### config.mk
export PLATFORM = sky130hd
export DESIGN_NAME = seg_display_sched
export DESIGN_NICKNAME = d
export VERILOG_FILES = /design/src/rtl/seg_display_sched.sv
export SDC_FILE = /design/constraint.sdc
export NUM_CORES = 1
export LEC_CHECK = 0
export CAP_MARGIN = 20
export CORE_MARGIN = 5
export CORE_UTILIZATION = 53
export DETAILED_ROUTE_END_ITERATION = 6
export PLACE_DENSITY = 0.85
export SYNTH_ARGS = -nofsm -noshare
export SYNTH_HDL_FRONTEND = slang
export SYNTH_SLANG_ARGS = --single-unit
### constraint.sdc
create_clock -name CLK -period 3 [get_ports CLK]
set_input_delay 0.45 -clock CLK [delete_from_list [all_inputs] [get_ports CLK]]
set_output_delay 0.45 -clock CLK [all_outputs]
set_load 0.02 [all_outputs]
### src/rtl/seg_display_sched.sv
// Display scheduler: shares one 2-digit seven-seg byte between N_SRC status sources,
// with dwell rotation, button advance and round-robin alert pre-emption. Optional blanking: SEG_SCHED_BLANK_EN.
module seg_display_sched #(
  parameter int N_SRC      = 4,
  parameter int DWELL_BITS = 24,
  parameter int HOLD_BITS  = 22
) (
  input  logic                     CLK,
  input  logic                     RST,
  input  logic [8*N_SRC-1:0]       src_data,
  input  logic                     auto_en,
  input  logic                     btn_next,
  input  logic [N_SRC-1:0]         alert_req,
  output logic [N_SRC-1:0]         alert_ack,
  output logic                     alert_active,
  output logic [$clog2(N_SRC)-1:0] disp_src,
  output logic [7:0]               disp_byte,
  output logic                     disp_blank
);

  localparam int IW = $clog2(N_SRC);

  typedef enum logic {ROTATE = 1'b0, ALERT = 1'b1} state_e;

  state_e                state_q, state_d;
  logic [IW-1:0]         cur_q, cur_d, ret_q, ret_d, lg_q, lg_d;
  logic [IW-1:0]         cur_nxt, gnt_idx;
  logic                  gnt_vld;
  logic [DWELL_BITS-1:0] dwell_q, dwell_d;
  logic [HOLD_BITS-1:0]  hold_q, hold_d;
  logic [N_SRC-1:0]      ack_q, ack_d;
  logic                  active_q;
  logic [IW-1:0]         src_q;
  logic [7:0]            byte_q;
  logic                  blank_d;

  assign cur_nxt = (cur_q == IW'(N_SRC - 1)) ? '0 : cur_q + 1'b1;

  // Round-robin: first requester after the last grant, wrapping at N_SRC.
  always_comb begin
    logic [IW:0] idx;
    gnt_vld = 1'b0;
    gnt_idx = '0;
    idx     = '0;
    for (int k = 0; k < N_SRC; k++) begin
      idx = {1'b0, lg_q} + (IW+1)'(1) + (IW+1)'(k);
      if (idx >= (IW+1)'(N_SRC)) idx = idx - (IW+1)'(N_SRC);
      if (!gnt_vld && alert_req[idx[IW-1:0]]) begin
        gnt_vld = 1'b1;
        gnt_idx = idx[IW-1:0];
      end
    end
  end

  always_comb begin
    state_d = state_q;
    cur_d   = cur_q;
    ret_d   = ret_q;
    lg_d    = lg_q;
    dwell_d = dwell_q;
    hold_d  = hold_q;
    ack_d   = '0;
    case (state_q)
      ROTATE: begin
        if (gnt_vld) begin
          ack_d[gnt_idx] = 1'b1;
          lg_d    = gnt_idx;
          ret_d   = cur_q;
          cur_d   = gnt_idx;
          hold_d  = '0;
          state_d = ALERT;
        end else if (btn_next || (auto_en && (&dwell_q))) begin
          cur_d   = cur_nxt;
          dwell_d = '0;
        end else if (auto_en) begin
          dwell_d = dwell_q + 1'b1;
        end
      end
      ALERT: begin
        hold_d = hold_q + 1'b1;
        if (btn_next || (&hold_q)) begin
          cur_d   = ret_q;
          dwell_d = '0;
          state_d = ROTATE;
        end
      end
      default: state_d = ROTATE;
    endcase
  end

  always_ff @(posedge CLK) begin
    if (RST) begin
      state_q  <= ROTATE;
      cur_q    <= '0;
      ret_q    <= '0;
      lg_q     <= IW'(N_SRC - 1);
      dwell_q  <= '0;
      hold_q   <= '0;
      ack_q    <= '0;
      active_q <= 1'b0;
      src_q    <= '0;
      byte_q   <= '0;
    end else begin
      state_q  <= state_d;
      cur_q    <= cur_d;
      ret_q    <= ret_d;
      lg_q     <= lg_d;
      dwell_q  <= dwell_d;
      hold_q   <= hold_d;
      ack_q    <= ack_d;
      active_q <= (state_d == ALERT);
      src_q    <= cur_d;
      byte_q   <= blank_d ? 8'h00 : src_data[{cur_d, 3'b000} +: 8];
    end
  end

`ifdef SEG_SCHED_BLANK_EN
  logic [3:0] bcnt_q, bcnt_d;
  logic       blank_q;

  // Any source change (re)starts a 16-cycle dark gap.
  always_comb begin
    bcnt_d  = bcnt_q;
    blank_d = blank_q;
    if (cur_d != cur_q) begin
      blank_d = 1'b1;
      bcnt_d  = '0;
    end else if (blank_q) begin
      bcnt_d = bcnt_q + 1'b1;
      if (&bcnt_q) blank_d = 1'b0;
    end
  end

  always_ff @(posedge CLK) begin
    if (RST) begin
      bcnt_q  <= '0;
      blank_q <= 1'b0;
    end else begin
      bcnt_q  <= bcnt_d;
      blank_q <= blank_d;
    end
  end

  assign disp_blank = blank_q;
`else
  assign blank_d    = 1'b0;
  assign disp_blank = 1'b0;
`endif

  assign alert_ack    = ack_q;
  assign alert_active = active_q;
  assign disp_src     = src_q;
  assign disp_byte    = byte_q;

endmodule

==> results by group <==
Power and ir drop
  • Clock power frac: 39.5%
  • Seq pwr share: 44.9%
  • Psw: 518 µW
  • Cell Int Power: 1.51 mW
  • Leak: 1.46 nW
  • Pwr dens: 507 mW/mm²
  • Combinational Power Share: 15.6%
  • Switching Fraction: 25.5%
  • Worst VDD drop: 339 µV
  • Total power: 2.03 mW

Critical path
  • CP Class: in -> reg
  • Critical path's slowest cell: or4_4
  • Crit path cell chain: clkdlybuf4s50_1, or4_4, and2_1, nand2_1, o221a_2, mux2i_1, o22ai_1
  • Crit path DAT: 2.82 ns
  • CP Launch Type: input port
  • CP bufs+invs: 1
  • Crit path capture type: flip-flop
  • Worst path required time: 3.21 ns
  • Max FO, Critical Path: 17
  • CP top delay family: simple AND/OR/NAND/NOR gates
  • CP max stage delay: 0.61 ns

Synth
  • Post-synthesis cell area: 0.00317 mm²
  • Distinct cells, synth: 51
  • Synthesis-stage register bit count: 65
  • Yosys warns: 0
  • Syn nets: 415
  • Sequential cell area fraction in the yosys report: 41.1%
  • Syn Inst Count: 372
  • Post-synth EDFFs: 0
  • Primary FF master, synth: dfxtp_1
  • Asr flop ratio synth: 0%
  • Syn_area_per_cell: 8.51 µm²

Detailed routing
  • DRC: 0
  • Final antenna-violating net count: 0
  • Vias per cell: 5.76
  • Detailed Route WL: 7.73 mm
  • WL/cell: 15.1 µm
  • Routed vias: 2942
  • Initial DRC count: 143
  • First drt pass iteration count: 4

Clock network
  • CTS Buffer Depth: 2
  • Clk_lat worst skew: 0.34 ns
  • H-tree levels: 3
  • CTS sink cnt: 65
  • TritonCTS clock tree: done
  • Hold Buf Count CTS: 0
  • Post-CTS setup buffer count: 0
  • Clock buffer count from CTS: 9
  • Clk slew on worst S/H paths: 0.07 ns
  • Post_cts resized: 0
  • Clk root buf: clkbuf_8

Final layout
  • Final nets: 474
  • Diodes inserted: 0
  • Post-Layout Inst Area: 0.00401 mm²
  • Layout Cells excl Fill: 511
  • Share of cells above drive strength 1: 8.94%
  • Area grow syn2layout: 26.7%

Floorplan
  • Top Ports: 56
  • Total die area: 0.00762 mm²
  • Die Height: 87.3 µm
  • Core ar.: 0.00585 mm²
  • Chip width: 87.3 µm
  • Initial core utilization: 54.1%
  • Site Rows: 28

Timing
  • # setup viols final: 0
  • Unrepaired setup endpoints after global routing: false
  • Hold Fails Final Rpt: 0
  • Tightest Pin Transition: 0.563 ns
  • Fin Setup TNS: 0 ns
  • F_max: 384 MHz
  • Fin. max-slew vios: 0
  • Minimum clock period: 2.60 ns
  • Slew headroom: 62.2%
  • Period utilization: 86.8%
  • Worst Skew: 0.00999 ns

Global routing
  • Grt total ovfl: 0
  • Vias in the first global route: 3018
  • Global-route wire length before repair: 13.2 mm
  • Global-route usage over all layers: 21.6%
  • Initial antenna violation count: 0
  • Pin count of the biggest net entering global routing: 26

Run
  • Max-cap violations: 0

Hold path
  • Worst hold path class: reg -> reg

Placement
  • I/O Buffers: 54
  • Placed cell area: 0.00380 mm²
  • Dpl cells: 495
  • HPWL Detailed: 5.57 mm
  • GP Congestion: 0.915

Outcome
  • Status: finished, final reports clean
logic make-up (layout without fill, tap and decap cells):
logic type	after synthesis	after routing	share of synthesized area [%]
adders and majority gates	3	3	1.19
xor gates and xnor gates	20	20	5.53
buffers and inverters	25	89	3.44
other	1	1	0.118
DFF	65	65	41.1
AOI/OAI and AO/OA	60	60	12.6
muxes	21	21	6.64
and+or+nand+nor	177	177	29.4
per-layer routing:
layer | part of all wire, % | vias up | GRT usage, %
met5 | 0 | - | 0
met4 | 2.0 | 0 | 9.21
met3 | 4.0 | 16 | 5.11
met2 | 52 | 61 | 39.0
met1 | 42 | 1414 | 24.0
li1 | - | 1451 | -
power groups by stage:
stage               sequential (mW)  clock, mW  combinational (mW)
global placement              0.931          0               0.307
finish                        0.913      0.802               0.317
floorplan                     0.959          0               0.150
global route                  0.916      0.856               0.342
detailed placement            0.933          0               0.315
CTS                           0.913      0.811               0.318
cell usage after synthesis (all sizes together), types with 5 or more instances:
cell type / n / area, µm²
o21ai: 6 / 37.5
xnor2: 14 / 123
nand3b: 6 / 45.0
or4: 5 / 41.3
mux2i: 21 / 210
and2: 5 / 31.3
and3: 5 / 31.3
clkbuf: 11 / 42.5
or3: 5 / 31.3
nand2: 27 / 101
nor2: 45 / 185
dfxtp: 65 / 1300
nand2b: 5 / 31.3
nand4: 10 / 68.8
xor2: 6 / 52.6
o22ai: 9 / 56.3
o21a: 7 / 60.1
nor3: 17 / 90.1
nand3: 30 / 150
inv: 8 / 30.0
a21oi: 23 / 119
buf: 5 / 32.5
nor4: 5 / 31.3
per-stage QoR:
stage                     setup WS, ns  utilization, %  hold slack, ns
after global routing             0.252            68.5           0.466
after detailed placement        0.0782            64.9           0.443
after global placement           0.142            64.9           0.439
after CTS                        0.414            68.5           0.453
after floorplan                  0.609               -           0.431
final                            0.397            68.5           0.458
final cells by class:
cell class	instances	area, µm²
well taps	75	93.8
fillers	457	1840
multi-input cells	282	1760
clock inverters	6	82.6
flip-flops and latches	65	1300
inverters	9	33.8
clock buffers	10	128
repair buffers	64	616
tightest hold or removal path: stages (launching register included):
cell	delay, ns
dfxtp_1	0.31
nand2_1	0.05
a21oi_1	0.05
state kept, by name, indices dropped and copies added (netlist names):
| name | cells |
|---|---|
| alert_ack | 4 |
| alert_active | 1 |
| disp_byte | 8 |
| disp_src | 2 |
| dwell_q | 24 |
| hold_q | 22 |
| lg_q | 2 |
| ret_q | 2 |
worst paths after layout:
kind | start | endpoint | slack (ns) | cells after the start
min reg2reg | ret_q[0] | ret_q[0] | 0.46 | 2
max | alert_req[3] | disp_byte[5] | 0.40 | 7
min | ret_q[0] | ret_q[0] | 0.46 | 2
max reg2reg | hold_q[0] | dwell_q[20] | 0.49 | 8
layout by cell type, fill, tap and decap left out, types with 3 or more instances in the layout:
master	count
dfxtp_1	65
clkdlybuf4s50_1	54
nor2_1	44
nand3_1	30
nand2_1	27
a21oi_1	22
mux2i_1	21
nor3_1	16
xnor2_1	14
buf_4	10
nand4_1	9
o22ai_1	9
clkbuf_8	9
inv_1	8
xor2_1	6
o21a_1	6
nand3b_1	6
and2_1	5
and3_1	5
nor4_1	5
or3_1	5
nand2b_1	5
and4_1	4
or2_2	4
o21ai_0	4
or4_1	4
a31oi_1	3
ha_1	3
clkinv_2	3
No activity file was read; power rests on OpenSTA's default activity.
